`src/rtl/fp_mul_pipe_hs.sv`:
```
// Pipelined floating-point multiplier with a valid/ready handshake.
// It has three register stages: S1 captures and classifies the operands.
// S2 forms the raw significand product and the exponent sum.
// S3 normalises, rounds to nearest-even and packs the result with its flags.
// Subnormal operands and underflowing results are flushed to signed zero.
module fp_mul_pipe_hs #(
  parameter int EXP_W = 8,
  parameter int MAN_W = 23,
  parameter int TAG_W = 4
) (
  input  logic                   clk,
  input  logic                   rst,
  input  logic                   in_valid,
  output logic                   in_ready,
  input  logic [EXP_W+MAN_W:0]   a,
  input  logic [EXP_W+MAN_W:0]   b,
  input  logic [TAG_W-1:0]       in_tag,
  output logic                   out_valid,
  input  logic                   out_ready,
  output logic [EXP_W+MAN_W:0]   f,
  output logic [TAG_W-1:0]       out_tag,
  output logic [3:0]             flags
);

  localparam int W  = 1 + EXP_W + MAN_W;
  localparam int SW = MAN_W + 1;          // significand width including hidden bit
  localparam int PW = 2 * SW;             // raw product width
  localparam int XW = EXP_W + 2;          // exponent working width (two's complement)
  localparam logic [XW-1:0] BIAS_X   = XW'((1 << (EXP_W - 1)) - 1);
  localparam logic [XW-1:0] EXP_ALL1 = XW'((1 << EXP_W) - 1);
  localparam logic [W-1:0]  QNAN     = {1'b0, {EXP_W{1'b1}}, 1'b1, {(MAN_W-1){1'b0}}};

  // The whole pipe advances together; it holds only when a result is waiting unaccepted.
  logic en;
  assign en       = !out_valid || out_ready;
  assign in_ready = rst && en;

  // ---------------- operand classification ----------------
  logic [W-1:0]     op_word [2];
  logic [EXP_W-1:0] op_exp  [2];
  logic [SW-1:0]    op_sig  [2];
  logic [1:0]       op_sign, op_zero, op_inf, op_nan, op_snan;

  assign op_word[0] = a;
  assign op_word[1] = b;

  genvar gi;
  generate
    for (gi = 0; gi < 2; gi++) begin : g_class
      logic [MAN_W-1:0] frac;
      logic             exp_ones;
      assign frac          = op_word[gi][MAN_W-1:0];
      assign op_exp[gi]    = op_word[gi][W-2 -: EXP_W];
      assign exp_ones      = &op_exp[gi];
      assign op_sign[gi]   = op_word[gi][W-1];
      // exp=0 covers both true zero and subnormals, which are flushed.
      assign op_zero[gi]   = (op_exp[gi] == '0);
      assign op_inf[gi]    = exp_ones && (frac == '0);
      assign op_nan[gi]    = exp_ones && (frac != '0);
      assign op_snan[gi]   = op_nan[gi] && !frac[MAN_W-1];
      assign op_sig[gi]    = {1'b1, frac};
    end
  endgenerate

  // ---------------- S1 registers ----------------
  logic             s1_valid_reg;
  logic [TAG_W-1:0] s1_tag_reg;
  logic             s1_sign_reg;
  logic [1:0]       s1_zero_reg, s1_inf_reg, s1_nan_reg, s1_snan_reg;
  logic [EXP_W-1:0] s1_exp_a_reg, s1_exp_b_reg;
  logic [SW-1:0]    s1_sig_a_reg, s1_sig_b_reg;

  // S1: capture operands and their class bits on an input transfer.
  always_ff @(posedge clk) begin
    if (!rst) begin
      s1_valid_reg <= 1'b0;
    end else if (en) begin
      s1_valid_reg <= in_valid;
      s1_tag_reg   <= in_tag;
      s1_sign_reg  <= op_sign[0] ^ op_sign[1];
      s1_zero_reg  <= op_zero;
      s1_inf_reg   <= op_inf;
      s1_nan_reg   <= op_nan;
      s1_snan_reg  <= op_snan;
      s1_exp_a_reg <= op_exp[0];
      s1_exp_b_reg <= op_exp[1];
      s1_sig_a_reg <= op_sig[0];
      s1_sig_b_reg <= op_sig[1];
    end
  end

  // ---------------- S2: multiply and special-case selection ----------------
  logic            special_next;
  logic [W-1:0]    spec_f_next;
  logic [3:0]      spec_fl_next;
  logic [XW-1:0]   exp_sum_next;
  logic [PW-1:0]   prod_next;

  assign exp_sum_next = {2'b00, s1_exp_a_reg} + {2'b00, s1_exp_b_reg} - BIAS_X;
  assign prod_next    = {{SW{1'b0}}, s1_sig_a_reg} * {{SW{1'b0}}, s1_sig_b_reg};

  // Special results in priority order NaN > inf*0 > inf > zero.
  always_comb begin
    special_next = (|s1_nan_reg) || (|s1_inf_reg) || (|s1_zero_reg);
    spec_f_next  = '0;
    spec_fl_next = 4'b0000;
    if (|s1_nan_reg) begin
      spec_f_next  = QNAN;
      spec_fl_next = {(|s1_snan_reg), 3'b000};
    end else if ((|s1_inf_reg) && (|s1_zero_reg)) begin
      spec_f_next  = QNAN;
      spec_fl_next = 4'b1000;
    end else if (|s1_inf_reg) begin
      spec_f_next  = {s1_sign_reg, {EXP_W{1'b1}}, {MAN_W{1'b0}}};
    end else begin
      spec_f_next  = {s1_sign_reg, {(W-1){1'b0}}};
    end
  end

  logic             s2_valid_reg;
  logic [TAG_W-1:0] s2_tag_reg;
  logic             s2_sign_reg;
  logic [XW-1:0]    s2_exp_reg;
  logic [PW-1:0]    s2_prod_reg;
  logic             s2_special_reg;
  logic [W-1:0]     s2_spec_f_reg;
  logic [3:0]       s2_spec_fl_reg;

  // S2: register product, exponent sum and any special-case result.
  always_ff @(posedge clk) begin
    if (!rst) begin
      s2_valid_reg <= 1'b0;
    end else if (en) begin
      s2_valid_reg   <= s1_valid_reg;
      s2_tag_reg     <= s1_tag_reg;
      s2_sign_reg    <= s1_sign_reg;
      s2_exp_reg     <= exp_sum_next;
      s2_prod_reg    <= prod_next;
      s2_special_reg <= special_next;
      s2_spec_f_reg  <= spec_f_next;
      s2_spec_fl_reg <= spec_fl_next;
    end
  end

  // ---------------- S3: normalise, round, range check ----------------
  logic          prod_msb, guard_bit, round_bit, sticky_bit, rnd_up, inexact;
  logic [PW-1:0] norm;
  logic [SW:0]   sig_rnd;
  logic [XW-1:0] exp_fin;
  logic [MAN_W-1:0] frac_fin;
  logic          ovf, unf;

  assign prod_msb   = s2_prod_reg[PW-1];
  // Leading one lands at bit PW-1 after this step.
  assign norm       = prod_msb ? s2_prod_reg : {s2_prod_reg[PW-2:0], 1'b0};
  assign guard_bit  = norm[MAN_W];
  assign round_bit  = norm[MAN_W-1];
  assign sticky_bit = |norm[MAN_W-2:0];
  assign rnd_up     = guard_bit && (round_bit || sticky_bit || norm[MAN_W+1]);
  assign inexact    = guard_bit || round_bit || sticky_bit;
  assign sig_rnd    = {1'b0, norm[PW-1 -: SW]} + {{SW{1'b0}}, rnd_up};
  // A carry out of rounding leaves 10.000..., so the fraction becomes zero.
  assign frac_fin   = sig_rnd[SW] ? sig_rnd[MAN_W:1] : sig_rnd[MAN_W-1:0];
  assign exp_fin    = s2_exp_reg + {{(XW-1){1'b0}}, prod_msb} + {{(XW-1){1'b0}}, sig_rnd[SW]};
  assign ovf        = !exp_fin[XW-1] && (exp_fin >= EXP_ALL1);
  assign unf        = exp_fin[XW-1] || (exp_fin == '0);

  // S3: output register; bubbles leave f, tag and flags at zero.
  always_ff @(posedge clk) begin
    if (!rst) begin
      out_valid <= 1'b0;
      f         <= '0;
      out_tag   <= '0;
      flags     <= 4'b0000;
    end else if (en) begin
      out_valid <= s2_valid_reg;
      if (!s2_valid_reg) begin
        f       <= '0;
        out_tag <= '0;
        flags   <= 4'b0000;
      end else begin
        out_tag <= s2_tag_reg;
        if (s2_special_reg) begin
          f     <= s2_spec_f_reg;
          flags <= s2_spec_fl_reg;
        end else if (ovf) begin
          f     <= {s2_sign_reg, {EXP_W{1'b1}}, {MAN_W{1'b0}}};
          flags <= 4'b0101;
        end else if (unf) begin
          f     <= {s2_sign_reg, {(W-1){1'b0}}};
          flags <= 4'b0011;
        end else begin
          f     <= {s2_sign_reg, exp_fin[EXP_W-1:0], frac_fin};
          flags <= {3'b000, inexact};
        end
      end
    end
  end

endmodule

```
`config.mk`:
```
export PLATFORM = sky130hd
export DESIGN_NAME = fp_mul_pipe_hs
export DESIGN_NICKNAME = d
export VERILOG_FILES = /design/src/rtl/fp_mul_pipe_hs.sv
export SDC_FILE = /design/constraint.sdc
export NUM_CORES = 2
export LEC_CHECK = 0
export ABC_AREA = 1
export BUFFER_PORTS_ARGS = -buffer_cell sky130_fd_sc_hd__buf_4
export CAP_MARGIN = 20
export CORE_ASPECT_RATIO = 0.75
export CORE_MARGIN = 1.5
export CORE_UTILIZATION = 54
export CTS_BUF_LIST = sky130_fd_sc_hd__clkbuf_4
export CTS_CLUSTER_SIZE = 25
export DETAILED_ROUTE_END_ITERATION = 10
export PLACE_DENSITY = 0.71
export SLEW_MARGIN = 20
export SYNTH_ARGS = -nofsm -noshare
export SYNTH_HDL_FRONTEND = slang
export SYNTH_SLANG_ARGS = --single-unit
```
`constraint.sdc`:
```
create_clock -name clk -period 19.84 [get_ports clk]
set_input_delay 2.976 -clock clk [delete_from_list [all_inputs] [get_ports clk]]
set_output_delay 2.976 -clock clk [all_outputs]
set_load 0.03 [all_outputs]
```
==> impl_metrics.env <==
export IMPL_status="finished clean"
export IMPL_fp_dieW_um=266
export IMPL_critical_path_max_fanout=24
export IMPL_netlist_cell_type_count=53
export IMPL_synth_to_layout_area_growth_pct=6.79
export IMPL_number_of_enable_type_register_cells_in_the_synthesized_netlist=143
export IMPL_initialDrtViolationCount=1855
export IMPL_setup_worst_path_start_class="flip-flop"
export IMPL_final_hold_violation_count=0
export IMPL_setup_viol=0
export IMPL_final_min_clock_period_ns=7.41
export IMPL_yosys_register_bits=186
export IMPL_global_route_wire_length_before_repair_um=113000
export IMPL_combined_area_of_the_multi_input_logic_cells_um2=18700
export IMPL_worst_rel_slew_slack=0.210
export IMPL_drt_first_pass_iters=6
export IMPL_yosys_top_cells_area="fa_1 35%, edfxtp_1 15%, inv_1 13%"
export IMPL_detailed_place_hpwl_um=54200
export IMPL_postCtsSetupBuffers=0
export IMPL_core_area_um2=51300
export IMPL_finalNetCount=4172
export IMPL_final_layout_size_suffix_gt1_frac=0.0750
export IMPL_largest_reg_flops=48
export IMPL_worst_r2r_cell_count=23
export IMPL_clkLatencyLatePin_ns=0.76
export IMPL_wl_per_cell_um=16.7
export IMPL_final_cell_count_no_fill=4109
export IMPL_clk_path_buf_depth=2
export IMPL_setup_repair_after_global_routing_missed_its_margin="false"
export IMPL_place_congestion=0.950
export IMPL_netlist_area_um2=28000
export IMPL_final_max_slew_violation_count=0
export IMPL_routed_wl_um=68600
export IMPL_grt_ovfl_total=0
export IMPL_worst_clock_skew_ns=0.0382
export IMPL_design_portCount=114
export IMPL_buffer_ports_inserted=113
export IMPL_drv_cap=0
export IMPL_cts_reportedPaths_clkPinSlew_ns=0.19
export IMPL_fmaxAchievable_ghz=0.135
export IMPL_via_count_of_the_first_global_routing_pass=21800
export IMPL_detailroute_via_count=21300
export IMPL_number_of_cts_inserted_buffers=17
export IMPL_drcViolationCount=0
export IMPL_hold_ws_ns=0.424
export IMPL_synth_fp_nets=4109
export IMPL_seq_area_um2=5150
export IMPL_grt_max_degree=72
export IMPL_drt_antenna_violating_nets=0
export IMPL_num_fill_cells=4645
export IMPL_avgSynthCellArea_um2=8.32
export IMPL_synthMostInstantiatedCell="inv_1"
export IMPL_critical_path_class="flip-flop to flip-flop"
export IMPL_placementRows=72
export IMPL_cts_htree_levels=4
export IMPL_clock_sink_count=186
export IMPL_worstSetupEndpointType="flip-flop"
export IMPL_cell_at_the_root_of_the_clock_tree="clkbuf_4"
export IMPL_instance_count_along_the_most_critical_hold_path=0
export IMPL_critPathArrivalTime_ns=7.98
export IMPL_track_usage=0.276
export IMPL_grt_antenna_before_repair=2
export IMPL_cts_hold_buffers_added=0
export IMPL_synth_async_sr_flop_share=0
export IMPL_synthCells=3363
export IMPL_hold_path_class="flip-flop to flip-flop"
export IMPL_die_area_um2=53200
export IMPL_final_min_period_over_clock_period=0.374
export IMPL_post_cts_resize_count=0
export IMPL_synthesis_yosys_warnings=0
export IMPL_worst_slew_pin_transition_ns=1.18
export IMPL_die_h_um=200
export IMPL_postSynth_topFlopCell="edfxtp_1"
export IMPL_viasPerCell=5.18
export IMPL_dp_cells=4064
export IMPL_cts_tree="done"
export IMPL_post_synth_top_area_fraction=0.346
export IMPL_setup_tns_ns=0
export IMPL_synth_top_cell_by_area="fa_1"
export IMPL_initial_core_util=0.545
export IMPL_worst_endpoint_required_ns=20.41
export IMPL_synth_commonest_cells="968 x inv_1, 830 x nand2_1, 484 x fa_1, 190 x ha_1, 143 x edfxtp_1"
export IMPL_sequential_fraction_of_the_synthesis_area=0.184
area by class of cell:
cell class / instances / area share
clock buffer: 18 / 0.00452
antenna: 4 / 0.000335
inverter: 971 / 0.122
clock inverter: 14 / 0.00603
timing repair buffer: 154 / 0.0410
multi-input combinational: 2096 / 0.626
sequential: 186 / 0.173
tap: 666 / 0.0279
final timing paths:
check / end / slack (ns) / start
min: s2_tag_reg[1] / 0.42 / s1_tag_reg[1]
max: s2_prod_reg[35] / 12.43 / s1_sig_b_reg[3]
min reg2reg: s2_tag_reg[1] / 0.42 / s1_tag_reg[1]
max reg2reg: s2_prod_reg[35] / 12.43 / s1_sig_b_reg[3]
worst max-delay path, stage by stage, from the launching register on:
cell      delay (ns)
edfxtp_1        1.10
nand2_1         0.19
fa_1            0.57
inv_1           0.05
fa_1            0.48
inv_1           0.06
fa_1            0.53
inv_1           0.05
fa_1            0.50
inv_1           0.05
fa_1            0.54
inv_1           0.05
fa_1            0.47
inv_1           0.05
fa_1            0.48
inv_1           0.05
ha_1            0.35
nand2_1         0.11
nor2_1          0.19
inv_1           0.12
nor4_1          0.53
a21oi_1         0.22
o21bai_1        0.19
xor2_1          0.29
metal layers:
metal	global-route usage	up-vias	wire, µm
met5	0	-	0
met4	0.101	0	2130
met3	0.0558	135	6200
met2	0.438	865	30400
met1	0.380	10300	29900
li1	-	9949	-
logic make-up after synthesis:
kind of cell             share of synthesized area
AO/OA/AOI/OAI                               0.0443
XOR/XNOR                                    0.0194
adder cells (fa/ha/maj)                      0.431
buffers and inverters                        0.148
flip-flops                                   0.184
AND/OR/NAND/NOR                              0.172
cells in the final DEF (no fill, tap or decap), types with 4 or more instances in the layout:
master | synthesis | final
a21boi_0 | 7 | 7
a21o_1 | 11 | 11
a21oi_1 | 92 | 92
a31oi_1 | 16 | 16
buf_4 | 0 | 145
buf_8 | 2 | 9
clkbuf_4 | 0 | 18
dfxtp_1 | 43 | 43
diode_2 | 0 | 4
edfxtp_1 | 143 | 143
fa_1 | 484 | 484
ha_1 | 190 | 190
inv_1 | 968 | 968
inv_6 | 0 | 4
nand2_1 | 830 | 830
nand2_2 | 24 | 24
nand2_4 | 5 | 5
nand3_1 | 54 | 54
nand4_1 | 29 | 29
nor2_1 | 142 | 140
nor2_2 | 8 | 9
nor2_4 | 7 | 8
nor3_1 | 13 | 13
nor4_1 | 19 | 19
o21a_1 | 4 | 4
o21ai_0 | 43 | 43
o21ai_1 | 6 | 6
o21ai_2 | 8 | 8
o21bai_1 | 13 | 13
or2_2 | 4 | 4
xnor2_1 | 19 | 19
xor2_1 | 43 | 43
metrics by stage:
step / worst slack [ns] / area (µm²) / utilization
after detailed placement: 12.44 / 29400 / 0.573
after CTS: 12.43 / 29700 / 0.579
final: 12.43 / 29900 / 0.582
after floorplan: 7.23 / 28000 / -
after global routing: 12.05 / 29900 / 0.582
after global placement: 12.44 / 29400 / 0.573
Power is left out: the tool's default activity adds up to more than one toggle a clock period on the data nets, which glitch-free logic cannot reach.
